[src/rtl/instr_word_loader.sv]
// Instruction word loader: packs decoded MIPS-style fields into a 32-bit word
// and writes it big-endian, one byte per cycle, into byte-wide instruction
// memory. Successive words land at consecutive word addresses from BASE_ADDR.
//
// Ports:
//   CLK        clock, rising edge
//   Reset      asynchronous active-low reset
//   clear      synchronous abort; zeroes the word count
//   in_valid   field set present
//   in_ready   loader can accept a field set (registered)
//   fmt_r      1: R-format low half {rd,sa,immediate[5:0]}; 0: I-format immediate
//   op/rs/rt/rd/sa/immediate   decoded instruction fields
//   mem_we     byte write enable to instruction memory
//   mem_addr   byte address
//   mem_wdata  byte data
//   word_count number of complete words written
//   full       word_count == MAX_WORDS
//   word_done  one-cycle pulse while the last byte of a word is written
module instr_word_loader #(
  parameter int unsigned ADDR_W    = 8,
  parameter int unsigned BASE_ADDR = 0,
  parameter int unsigned MAX_WORDS = 64
) (
  input  logic              CLK,
  input  logic              Reset,
  input  logic              clear,
  input  logic              in_valid,
  output logic              in_ready,
  input  logic              fmt_r,
  input  logic [5:0]        op,
  input  logic [4:0]        rs,
  input  logic [4:0]        rt,
  input  logic [4:0]        rd,
  input  logic [4:0]        sa,
  input  logic [15:0]       immediate,
  output logic              mem_we,
  output logic [ADDR_W-1:0] mem_addr,
  output logic [7:0]        mem_wdata,
  output logic [ADDR_W-2:0] word_count,
  output logic              full,
  output logic              word_done
);

  localparam int unsigned CNT_W  = ADDR_W - 1;
  localparam int unsigned WORD_W = 32;

  typedef enum logic [2:0] {IDLE, B0, B1, B2, B3} state_t;

  state_t              state, state_n;
  logic [WORD_W-1:0]   word_q, word_n;
  logic [WORD_W-1:0]   new_word_c;
  logic [CNT_W-1:0]    count_n;
  logic                full_n;
  logic                ready_n;
  logic                we_n;
  logic [ADDR_W-1:0]   addr_n;
  logic [7:0]          wdata_n;
  logic                done_n;
  logic                accept_c;

  // Word layout follows the instruction register field split.
  always_comb begin
    if (fmt_r) begin
      new_word_c = {op, rs, rt, rd, sa, immediate[5:0]};
    end else begin
      new_word_c = {op, rs, rt, immediate};
    end
  end

  // in_ready is only ever high in IDLE with room left.
  assign accept_c = in_valid && in_ready && (state == IDLE);

  // Next state and next registered outputs. Outputs are computed one cycle
  // ahead so that while the FSM sits in Bk the bus presents byte k.
  always_comb begin
    state_n = state;
    word_n  = word_q;
    count_n = word_count;
    we_n    = 1'b0;
    addr_n  = mem_addr;
    wdata_n = mem_wdata;
    done_n  = 1'b0;

    if (clear) begin
      // Abort: whatever bytes were already written stay in memory.
      state_n = IDLE;
      count_n = '0;
    end else begin
      unique case (state)
        IDLE: begin
          if (accept_c) begin
            state_n = B0;
            word_n  = new_word_c;
            we_n    = 1'b1;
            addr_n  = ADDR_W'(BASE_ADDR) + ADDR_W'({word_count, 2'b00});
            wdata_n = new_word_c[31:24];
          end
        end
        B0: begin
          state_n = B1;
          we_n    = 1'b1;
          addr_n  = mem_addr + ADDR_W'(1);
          wdata_n = word_q[23:16];
        end
        B1: begin
          state_n = B2;
          we_n    = 1'b1;
          addr_n  = mem_addr + ADDR_W'(1);
          wdata_n = word_q[15:8];
        end
        B2: begin
          // Count and done pulse become visible together with the last byte.
          state_n = B3;
          we_n    = 1'b1;
          addr_n  = mem_addr + ADDR_W'(1);
          wdata_n = word_q[7:0];
          count_n = word_count + CNT_W'(1);
          done_n  = 1'b1;
        end
        B3: begin
          state_n = IDLE;
        end
        default: begin
          state_n = IDLE;
        end
      endcase
    end

    full_n  = (count_n == CNT_W'(MAX_WORDS));
    ready_n = (state_n == IDLE) && !full_n;
  end

  // State and output registers.
  always_ff @(posedge CLK or negedge Reset) begin
    if (!Reset) begin
      state      <= IDLE;
      word_q     <= '0;
      word_count <= '0;
      full       <= 1'b0;
      in_ready   <= 1'b0;
      mem_we     <= 1'b0;
      mem_addr   <= '0;
      mem_wdata  <= '0;
      word_done  <= 1'b0;
    end else begin
      state      <= state_n;
      word_q     <= word_n;
      word_count <= count_n;
      full       <= full_n;
      in_ready   <= ready_n;
      mem_we     <= we_n;
      mem_addr   <= addr_n;
      mem_wdata  <= wdata_n;
      word_done  <= done_n;
    end
  end

endmodule

[config.mk]
export PLATFORM = sky130hd
export DESIGN_NAME = instr_word_loader
export DESIGN_NICKNAME = d
export VERILOG_FILES = /design/src/rtl/instr_word_loader.sv
export SDC_FILE = /design/constraint.sdc
export NUM_CORES = 1
export LEC_CHECK = 0
export CAP_MARGIN = 10
export CELL_PAD_IN_SITES_DETAIL_PLACEMENT = 0
export CELL_PAD_IN_SITES_GLOBAL_PLACEMENT = 2
export CORE_MARGIN = 5
export CORE_UTILIZATION = 32
export CTS_CLUSTER_DIAMETER = 40
export DETAILED_ROUTE_END_ITERATION = 16
export PLACE_DENSITY = 0.86
export SYNTH_ARGS = -nofsm -noshare
export SYNTH_HDL_FRONTEND = slang
export SYNTH_SLANG_ARGS = --single-unit
[constraint.sdc]
create_clock -name CLK -period 4.1 [get_ports CLK]
set_input_delay 0.82 -clock CLK [delete_from_list [all_inputs] [get_ports CLK]]
set_output_delay 0.82 -clock CLK [all_outputs]
set_load 0.01 [all_outputs]
# ---- Word level (Yosys, flattened, before mapping)
# Index checks and enable logic that the tools add are counted.
dict set report totals {
  regBits 54
  elab_cells 44
}
dict set report op_classes {
  add_sub_neg 2
  eq_ne 5
  muxes 15
  n_bitwise 1
  reduce_logical 12
}
# op n
set op_table {}
lappend op_table {{one-hot mux 8 bit (4 select lines)} 1}
lappend op_table {{two-way mux 16 bit} 1}
lappend op_table {{two-way mux 8 bit} 2}
lappend op_table {{one-hot mux 8 bit (2 select lines)} 1}
lappend op_table {{two-way mux 7 bit} 2}
lappend op_table {{one-hot mux 3 bit (4 select lines)} 1}
lappend op_table {{AND reduction 3 bit} 3}
lappend op_table {{adder 8 x 1 -> 8 bit, second input constant} 1}
lappend op_table {{adder 7 x 1 -> 7 bit, second input constant} 1}
lappend op_table {{equality test 7 bit, second input constant} 1}
lappend op_table {{equality test 3 x 2 -> 1 bit, second input constant} 2}
lappend op_table {{logical NOT 3 bit} 2}
lappend op_table {{two-way mux 3 bit} 2}
lappend op_table {{two-way mux 1 bit} 4}
lappend op_table {{nonzero test 4 bit} 1}
lappend op_table {{equality test 3 x 1 -> 1 bit, second input constant} 1}
lappend op_table {{logical AND 1 bit} 3}
lappend op_table {{OR reduction 3 bit} 1}
lappend op_table {{!= test 2 bit, second input constant} 1}
lappend op_table {{one-hot mux 1 bit (2 select lines)} 1}
lappend op_table {{nonzero test 2 bit} 1}
lappend op_table {{logical NOT 1 bit} 1}
lappend op_table {{NOT 1 bit} 1}

# ---- Logic depth before layout (Yosys ltp)
dict set report logic_depth {
  depth_word 7
  mapped_depth 6
  ltp_nobuf 5
}

# ---- Least setup slack after synthesis
# Ideal clock, no wire load.
dict set report synth_path {
  path_type {input to register}
  from {input clear}
  to {register word_q[0]}
  setup_ns 0.125
  arrival_time_ns 1.978
  path_slack_ns 1.997
  stages 4
  cell_sequence {or3_4 > nor3_4 > buf_12 > mux2_4}
}
dict set report synth_between {
  elab_chain_len 2
}
# element line_no
set synth_lines {}
lappend synth_lines {{from (decl)} 26} ;# input logic clear,
lappend synth_lines {{NOT 1 bit (no line)} n/a}
lappend synth_lines {{AND reduction 3 bit (no line)} n/a}
lappend synth_lines {{to (signal assigned)} 147} ;# word_q <= word_n;
lappend synth_lines {{to (decl)} 50} ;# logic [WORD_W-1:0] word_q, word_n;
# No other way between the ends.
# A chain may end at the register's enable or synchronous reset.

# ---- Worst setup path after layout
dict set report layout_path {
  from {input clear}
  to {register word_q[10]}
}
# Same word-level chain as after synthesis.

==> impl_metrics.env <==
export IMPL_rsz0062_at_grt="false"
export IMPL_clock_latency_ns=0.30
export IMPL_synth_seq_cells=54
export IMPL_hp_start="mem_wdata[6]"
export IMPL_antennaDiodeCount=0
export IMPL_nets=383
export IMPL_startpoint_type="input pin"
export IMPL_die_area_um2=10790
export IMPL_pre_cts_ws_ns=0.9780
export IMPL_power_uw=1752
export IMPL_setup_viol=0
export IMPL_avgSynthCellArea_um2=10.41
export IMPL_drt_iter0_drc=39
export IMPL_io_buffers=73
export IMPL_yosys_warnings=0
export IMPL_cts_reportedPaths_clkPinSlew_ns=0.09
export IMPL_p_leak_uw=0.001533
export IMPL_via_count=2153
export IMPL_maxSlewViolCount=0
export IMPL_clock_path_buffers=2
export IMPL_root_buffer="clkbuf_8"
export IMPL_finalWirelength_um=6451
export IMPL_synth_cell_type_count=51
export IMPL_die_x_um=103.9
export IMPL_track_usage_pct=11.99
export IMPL_holdPathStages=2
export IMPL_p_seq_share_pct=46.8
export IMPL_ant_nets=0
export IMPL_htreeDepth=2
export IMPL_grt_pass1_wl_um=10850
export IMPL_status="complete, no violations"
export IMPL_crit_chain="clkdlybuf4s50_1, buf_4, or3_4, nor3_4, buf_4, nor2_1, a21oi_1"
export IMPL_drc=0
export IMPL_firstDrtPassIters=4
export IMPL_mostFrequentLayoutCell="clkdlybuf4s50_1"
export IMPL_place_congestion=0.7334
export IMPL_p_switching_uw=538.6
export IMPL_rrSetupSlack_ns=1.69
export IMPL_reg2reg_to="word_q[10]"
export IMPL_cp_buffers_inverters=3
export IMPL_synth_edf_count=0
export IMPL_fin_crit_ns=2.787
export IMPL_antenna_found_initial=0
export IMPL_cts_resized=0
export IMPL_p_comb_share_pct=32.9
export IMPL_ir_drop_mv=0.1596
export IMPL_post_drt_wl_per_cell_um=14.56
export IMPL_rows=34
export IMPL_fin_crit_sh_pct=67.98
export IMPL_r2r_start="state[2]"
export IMPL_crit_slowest_cell="nor3_4"
export IMPL_crit_path_end_kind="flip-flop"
export IMPL_clkPwrFrac_pct=20.3
export IMPL_cts_sinks=54
export IMPL_layout_common_cells="clkdlybuf4s50_1 (72), dfrtp_1 (54), nand2_1 (27)"
export IMPL_synth_cells=271
export IMPL_fmax_mhz=358.8
export IMPL_start_util_pct=32.66
export IMPL_rr_worst_depth=5
export IMPL_seq_area_frac_synth_pct=47.91
export IMPL_finalHoldViolations=0
export IMPL_dp_hpwl_um=4819
export IMPL_holdPathEnd="mem_wdata[6]"
export IMPL_crit_arrival_ns=3.02
export IMPL_skew_ns=0.01018
export IMPL_syn_to_final_growth_pct=30.92
export IMPL_syn_area_um2=2820
export IMPL_synthFlopType="dfrtp_1"
export IMPL_core_area_um2=8636
export IMPL_internal_power_uw=1214
export IMPL_cpLargestDelayFamily="simple AND/OR/NAND/NOR gates"
export IMPL_slew_headroom_pct=43.36
export IMPL_ioPinCount=74
export IMPL_first_global_vias=2231
export IMPL_setup_tns_ns=0
export IMPL_drive_above_1_share_pct=10.75
export IMPL_async_reset_ff_share_pct=100.0
export IMPL_worst_slew_pin_slew_ns=0.8468
export IMPL_die_h_um=103.9
export IMPL_postCtsSetupRepairBufs=0
export IMPL_powerDensity_nw_per_um2=474.6
export IMPL_cts_made_buffers=5
export IMPL_cts_tree="done"
export IMPL_detail_route_vias_per_cell=4.860
export IMPL_drv_cap=0
export IMPL_critPathMaxFanout=20
export IMPL_syn_nets=320
export IMPL_hold_buffers=0
export IMPL_hold_path_class="reg2reg"
export IMPL_grt_ovfl_total=0
export IMPL_crit_top_cell="buf_4"
export IMPL_swShare_pct=30.73
export IMPL_holdWs_ns=0.4906
export IMPL_critPathRequiredTime_ns=4.33
export IMPL_setup_worst_path_class="in2reg"
export IMPL_grt_max_degree=55
export IMPL_cpPeakStageDelay_ns=0.70
export IMPL_setup_slack_ns=1.313
## tightest hold or removal path, stage by stage (launching register included)
cell and delay, ns:
dfrtp_1 0.36, nand2_1 0.05, o31ai_1 0.05
## sequential cells by signal (all words and copies together), names as in the netlist
name / count
mem_addr: 8
in_ready: 1
word_q: 24
state: 3
mem_we: 1
full: 1
word_done: 1
word_count: 7
mem_wdata: 8
## metrics by stage
step	instance area, um^2	std cells	util, %
after global placement	3582	435	41.48
after floorplan	2820	271	-
after CTS	3692	443	42.76
final	3692	443	42.76
after detailed placement	3582	435	41.48
after global routing	3692	443	42.76
## area by class of cell
type / instances / area, um^2
tap: 108 / 135.1
inverter: 5 / 18.77
clock inverter: 2 / 37.54
timing repair buffer: 76 / 748.2
clock buffer: 6 / 72.57
multi-input combinational: 192 / 1329
fill: 864 / 4943
sequential: 54 / 1351
## synth_stat cells (all sizes together) (3+ instances only)
| cell | number | area [um^2] |
|---|---|---|
| or3 | 3 | 23.77 |
| a2bb2oi | 4 | 35.03 |
| nor3 | 5 | 36.29 |
| inv | 5 | 18.76 |
| nor2 | 26 | 97.59 |
| mux2 | 14 | 191.4 |
| nand3 | 9 | 45.04 |
| a21oi | 25 | 125.1 |
| clkbuf | 11 | 41.29 |
| buf | 9 | 80.07 |
| dfrtp | 54 | 1351 |
| nand2b | 9 | 56.30 |
| o21ai | 6 | 30.03 |
| and3 | 3 | 18.77 |
| xnor2 | 4 | 35.03 |
| o31ai | 8 | 60.06 |
| mux2i | 20 | 200.2 |
| nand2 | 27 | 101.4 |
## power groups by stage
stage | clock [uW] | combinational, uW | sequential, uW
floorplan | 0 | 333 | 814
global placement | 0 | 576 | 828
detailed placement | 0 | 588 | 833
CTS | 365 | 591 | 822
global route | 389 | 638 | 843
finish | 355 | 577 | 820
## worst max-delay path by stage
stage            endpoint  cells after the start   from  slack, ns
2_1_floorplan   word_q[0]                      4  clear       2.00
3_3_place_gp    word_q[8]                      7  clear       1.06
3_5_place_dp    word_q[7]                      7  clear       0.98
4_1_cts         word_q[7]                      7  clear       1.27
5_1_grt         word_q[7]                      7  clear       1.13
6_report       word_q[10]                      7  clear       1.31
## logic make-up (layout without fill, tap and decap cells)
kind of cell / Yosys count / in the layout / synth area share (%)
AOI/OAI and AO/OA: 56 / 56 / 13.31
xor gates and xnor gates: 6 / 6 / 1.863
adders and majority gates: 2 / 2 / 0.8872
buffers and inverters: 25 / 89 / 4.968
DFF: 54 / 54 / 47.91
muxes: 34 / 34 / 13.89
and+or+nand+nor: 94 / 94 / 17.17
## routing by layer
layer,vias to the layer above,wire length [um],track usage [%]
met5,-,0,0
met4,0,49,2.220
met3,7,361,3.600
met2,59,3081,19.99
li1,1078,-,-
met1,1009,2959,15.52
(Power assumes the default switching activity.)
